### config.mk
export PLATFORM = sky130hd
export DESIGN_NAME = uart_transmitter
export DESIGN_NICKNAME = d
export VERILOG_FILES = /design/src/rtl/uart_transmitter.sv
export SDC_FILE = /design/constraint.sdc
export NUM_CORES = 1
export LEC_CHECK = 0
export CAP_MARGIN = 40
export CORE_ASPECT_RATIO = 0.7
export CORE_MARGIN = 2
export CORE_UTILIZATION = 55
export CTS_CLUSTER_DIAMETER = 80
export DETAILED_ROUTE_END_ITERATION = 12
export PLACE_DENSITY = 0.78
export REMOVE_ABC_BUFFERS = 1
export SETUP_SLACK_MARGIN = 0.3
export SYNTH_ARGS = -nofsm -noshare
export SYNTH_HDL_FRONTEND = slang
export SYNTH_SLANG_ARGS = --single-unit
### constraint.sdc
create_clock -name clk -period 5 [get_ports clk]
set_input_delay 1 -clock clk [delete_from_list [all_inputs] [get_ports clk]]
set_output_delay 1 -clock clk [all_outputs]
set_load 0.02 [all_outputs]
### src/rtl/uart_transmitter.sv
// Free-running 8N1 UART transmitter with an exported baud tick.
// Ports: clk, rst (async, active high), bus[7:0] byte source, baud tick out, tx serial out.
module uart_transmitter #(
  parameter int CLK_FREQ  = 100000000,
  parameter int BAUD_RATE = 38400,
  parameter int DIVISOR   = CLK_FREQ / BAUD_RATE
) (
  input  logic       clk,
  input  logic       rst,
  output logic       baud,
  input  logic [7:0] bus,
  output logic       tx
);

  localparam int            CW   = $clog2(DIVISOR);
  localparam logic [CW-1:0] LAST = CW'(DIVISOR - 1);

  typedef enum logic [1:0] {
    IDLE,
    START,
    DATA,
    STOP
  } state_e;

  state_e        state_q, state_d;
  logic [CW-1:0] cnt_q, cnt_d;
  logic [2:0]    idx_q, idx_d;
  logic [7:0]    shift_q, shift_d;
  logic          tx_q, tx_d;
  logic          tick;

  assign tick  = (cnt_q == LAST);
  assign cnt_d = tick ? '0 : cnt_q + CW'(1);
  assign baud  = tick;
  assign tx    = tx_q;

  always_comb begin
    state_d = state_q;
    idx_d   = idx_q;
    shift_d = shift_q;
    if (tick) begin
      unique case (state_q)
        IDLE: begin
          shift_d = bus;
          state_d = START;
        end
        START: begin
          idx_d   = 3'd0;
          state_d = DATA;
        end
        DATA: begin
          if (idx_q == 3'd7) state_d = STOP;
          else               idx_d   = idx_q + 3'd1;
        end
        STOP: begin
          shift_d = bus;
          state_d = START;
        end
      endcase
    end
  end

  // tx is driven from the next state so the line moves on the
  // same edge that registers the tick.
  always_comb begin
    tx_d = 1'b1;
    unique case (state_d)
      IDLE:  tx_d = 1'b1;
      START: tx_d = 1'b0;
      DATA:  tx_d = shift_d[idx_d];
      STOP:  tx_d = 1'b1;
    endcase
  end

  always_ff @(posedge clk or posedge rst) begin
    if (rst) begin
      cnt_q   <= '0;
      state_q <= IDLE;
      idx_q   <= 3'd0;
      shift_q <= 8'h00;
      tx_q    <= 1'b1;
    end else begin
      cnt_q   <= cnt_d;
      state_q <= state_d;
      idx_q   <= idx_d;
      shift_q <= shift_d;
      tx_q    <= tx_d;
    end
  end

endmodule

==> results.toml <==
[run_status]
outcome = "complete, no violations"

[clock_tree]
path_clk_slew_ns = 0.08
postCtsResizedCells = 0
cts_max_path_buffers = 2
clockRootBuffer = "clkbuf_8"
clk_latency_ns = 0.27
cts_hold_buf = 0
clock-sinks = 26
cts_setup_buffers = 0
cts_buffers = 3
cts_tree = "yes"
cts_max_level = 1

[finish]
nNetsFinal = 179
drive_above_1_share_pct = 14.8
n_antenna_cell = 0
syn_to_final_growth_pct = 11.6

[timing]
finalCritPeriodShare_pct = 68.8
slew-limit-headroom_pct = 58.0
rsz0062_at_grt = "no"
setup_viol = 0
finClkSkew_ns = 0.00811
report.final.slew_viol_count = 0
fin_tns_setup_ns = 0
tightestPinTransition_ns = 0.629
max_freq_mhz = 291
finalHoldViolCount = 0
timing.final.crit_period_ns = 3.44

[die]
fp.dieH_um = 48.1
ios = 12
core-area_um2 = 2550
initial_core_util_pct = 59.9
die_area_um2 = 3220
row_count = 15
fp.dieW_um = 67.0

[route]
drt-pass1-iter-count = 4
wl_per_cell_um = 16.0
ant_nets = 0
first_iter_violations = 99
viasPerCell = 6.02
via_count = 1180
drt_wl_total_um = 3130
drc = 0

[global_routing]
grt_pass1_vias = 1087
grt_max_degree = 16
grt.total_usage_pct = 22.8
grt_pass1_wl_um = 5310
antenna_found_initial = 0
overflow = 0

[min_path]
min-delay-start = "cnt_q[0]$_DFF_PP0_"
min_delay_path_depth = 1
holdPathEnd = "cnt_q[0]$_DFF_PP0_"
hold_path_class = "reg2reg"

[logic_synthesis]
synth_cell_types = 46
synth_top_cell_area_share_pct = 41.0
seq_area_frac_synth_pct = 42.7
synth_edf_count = 0
netlist_area_um2 = 1530
synthFlopType = "dfrtp_1"
synth.avg_cell_area_um2 = 10.1
postSynthCellCount = 151
synth.area.top_cells = "dfrtp_1 (41%), ha_1 (4.9%), mux2_2 (3.7%), nor2_1 (3.4%), xnor2_1 (3.4%)"
synth.most_common_cell = "dfrtp_1"
yosysWarnings = 0
netlist_top_cells_count = "dfrtp_1 (25), nor2_1 (14), inv_1 (13), nand3_1 (10), nand2_1 (9)"
ys_ff_latch = 26
synth_top_area_cell = "dfrtp_1"
async_flop_share_pct = 100

[critical_path]
critPathMaxStageDelay_ns = 0.68
cp_slowest_cell = "clkdlybuf4s50_1"
r2r_end = "tx$_DFF_PP1_"
r2r_cells = 12
timing.critical_path.to_type = "primary output"
worst-setup-path-type = "reg2out"
start_kind = "flop"
path_cells = "ha_1 -> and3b_1 -> nand3_1 -> inv_1 -> clkdlybuf4s50_1"
crit_required_ns = 4.00
cp_max_fo = 12
r2r-start = "cnt_q[0]$_DFF_PP0_"
r2r_slack_ns = 2.09
cp.arrival_ns = 2.44
crit_start = "cnt_q[0]$_DFF_PP0_"

[placed_design]
dp_hpwl_um = 2440
portBuffers = 11
place_congestion = 0.906

[flow_run]
drv_cap = 0

[power_and_ir_drop]
leakagePower_nw = 0.760
vdd_drop_max_mv = 0.140
p_per_area_nw_per_um2 = 208
p_total_mw = 0.355
[sequential cells by signal (all words and copies together), names as in the netlist]
register / cells
cnt_q: 12
idx_q: 3
shift_q: 8
state_q: 2
tx: 1
[where the power goes]
group          leakage (nW)  internal, mW  switching, mW
Combinational         0.413        0.0113        0.00835
Sequential            0.324         0.213        0.00149
Clock                0.0228        0.0571         0.0643
[layer usage]
| layer | vias up | GRT usage (%) | wire (um) |
|---|---|---|---|
| li1 | 566 | - | - |
| met1 | 568 | 33.4 | 1550 |
| met2 | 38 | 34.0 | 1340 |
| met3 | 8 | 5.54 | 188 |
| met4 | 0 | 7.35 | 50 |
| met5 | - | 0 | 0 |
[area by class of cell]
cell class / count / area, um^2
inverters: 13 / 48.8
clock buffers: 4 / 45.0
multi-input cells: 107 / 792
flip-flops and latches: 26 / 652
well taps: 34 / 42.5
repair buffers: 12 / 125
fillers: 207 / 847
[how the worst max path moves through the flow]
stage	end	slack (ns)
6_report	baud	1.56
5_1_grt	baud	1.40
4_1_cts	baud	1.57
3_5_place_dp	baud	1.88
3_3_place_gp	baud	1.97
2_1_floorplan	tx$_DFF_PP1_	2.43
[critical path: cells and delay by family, from the launching register on]
kind	cells	cell delay, ns
and+or+nand+nor	2	0.48
buffers and inverters	2	1.05
DFF	1	0.39
adders and majority gates	1	0.24
[placed cells by master (no fill, tap or decap), types with 6 or more instances in the layout]
cell type,netlist,routed
clkdlybuf4s50_1,0,11
dfrtp_1,25,25
a21oi_1,8,8
nand3_1,10,10
inv_1,13,13
nand2_1,9,9
nor2_1,14,14
ha_1,6,6
xnor2_1,6,6
[logic make-up after synthesis]
logic type / Yosys count / share of synthesized area (%)
buffers and inverters: 18 / 5.49
XOR/XNOR: 10 / 5.73
flip-flops: 26 / 42.7
AND/OR/NAND/NOR: 55 / 20.8
AO/OA/AOI/OAI: 29 / 15.4
multiplexers: 7 / 5.00
adder cells (fa/ha/maj): 6 / 4.91
[stage by stage]
stage / area [um^2] / worst slack, ns / utilization, % / cells / hold slack (ns)
after floorplan: 1490 / 2.43 / - / 146 / 0.433
after global placement: 1650 / 1.97 / 64.5 / 191 / 0.461
after detailed placement: 1660 / 1.88 / 65.0 / 192 / 0.475
after CTS: 1710 / 1.57 / 66.8 / 196 / 0.490
after global routing: 1710 / 1.40 / 66.8 / 196 / 0.515
final: 1710 / 1.56 / 66.8 / 196 / 0.489
Note: power is estimated with default switching activity, not from simulation.
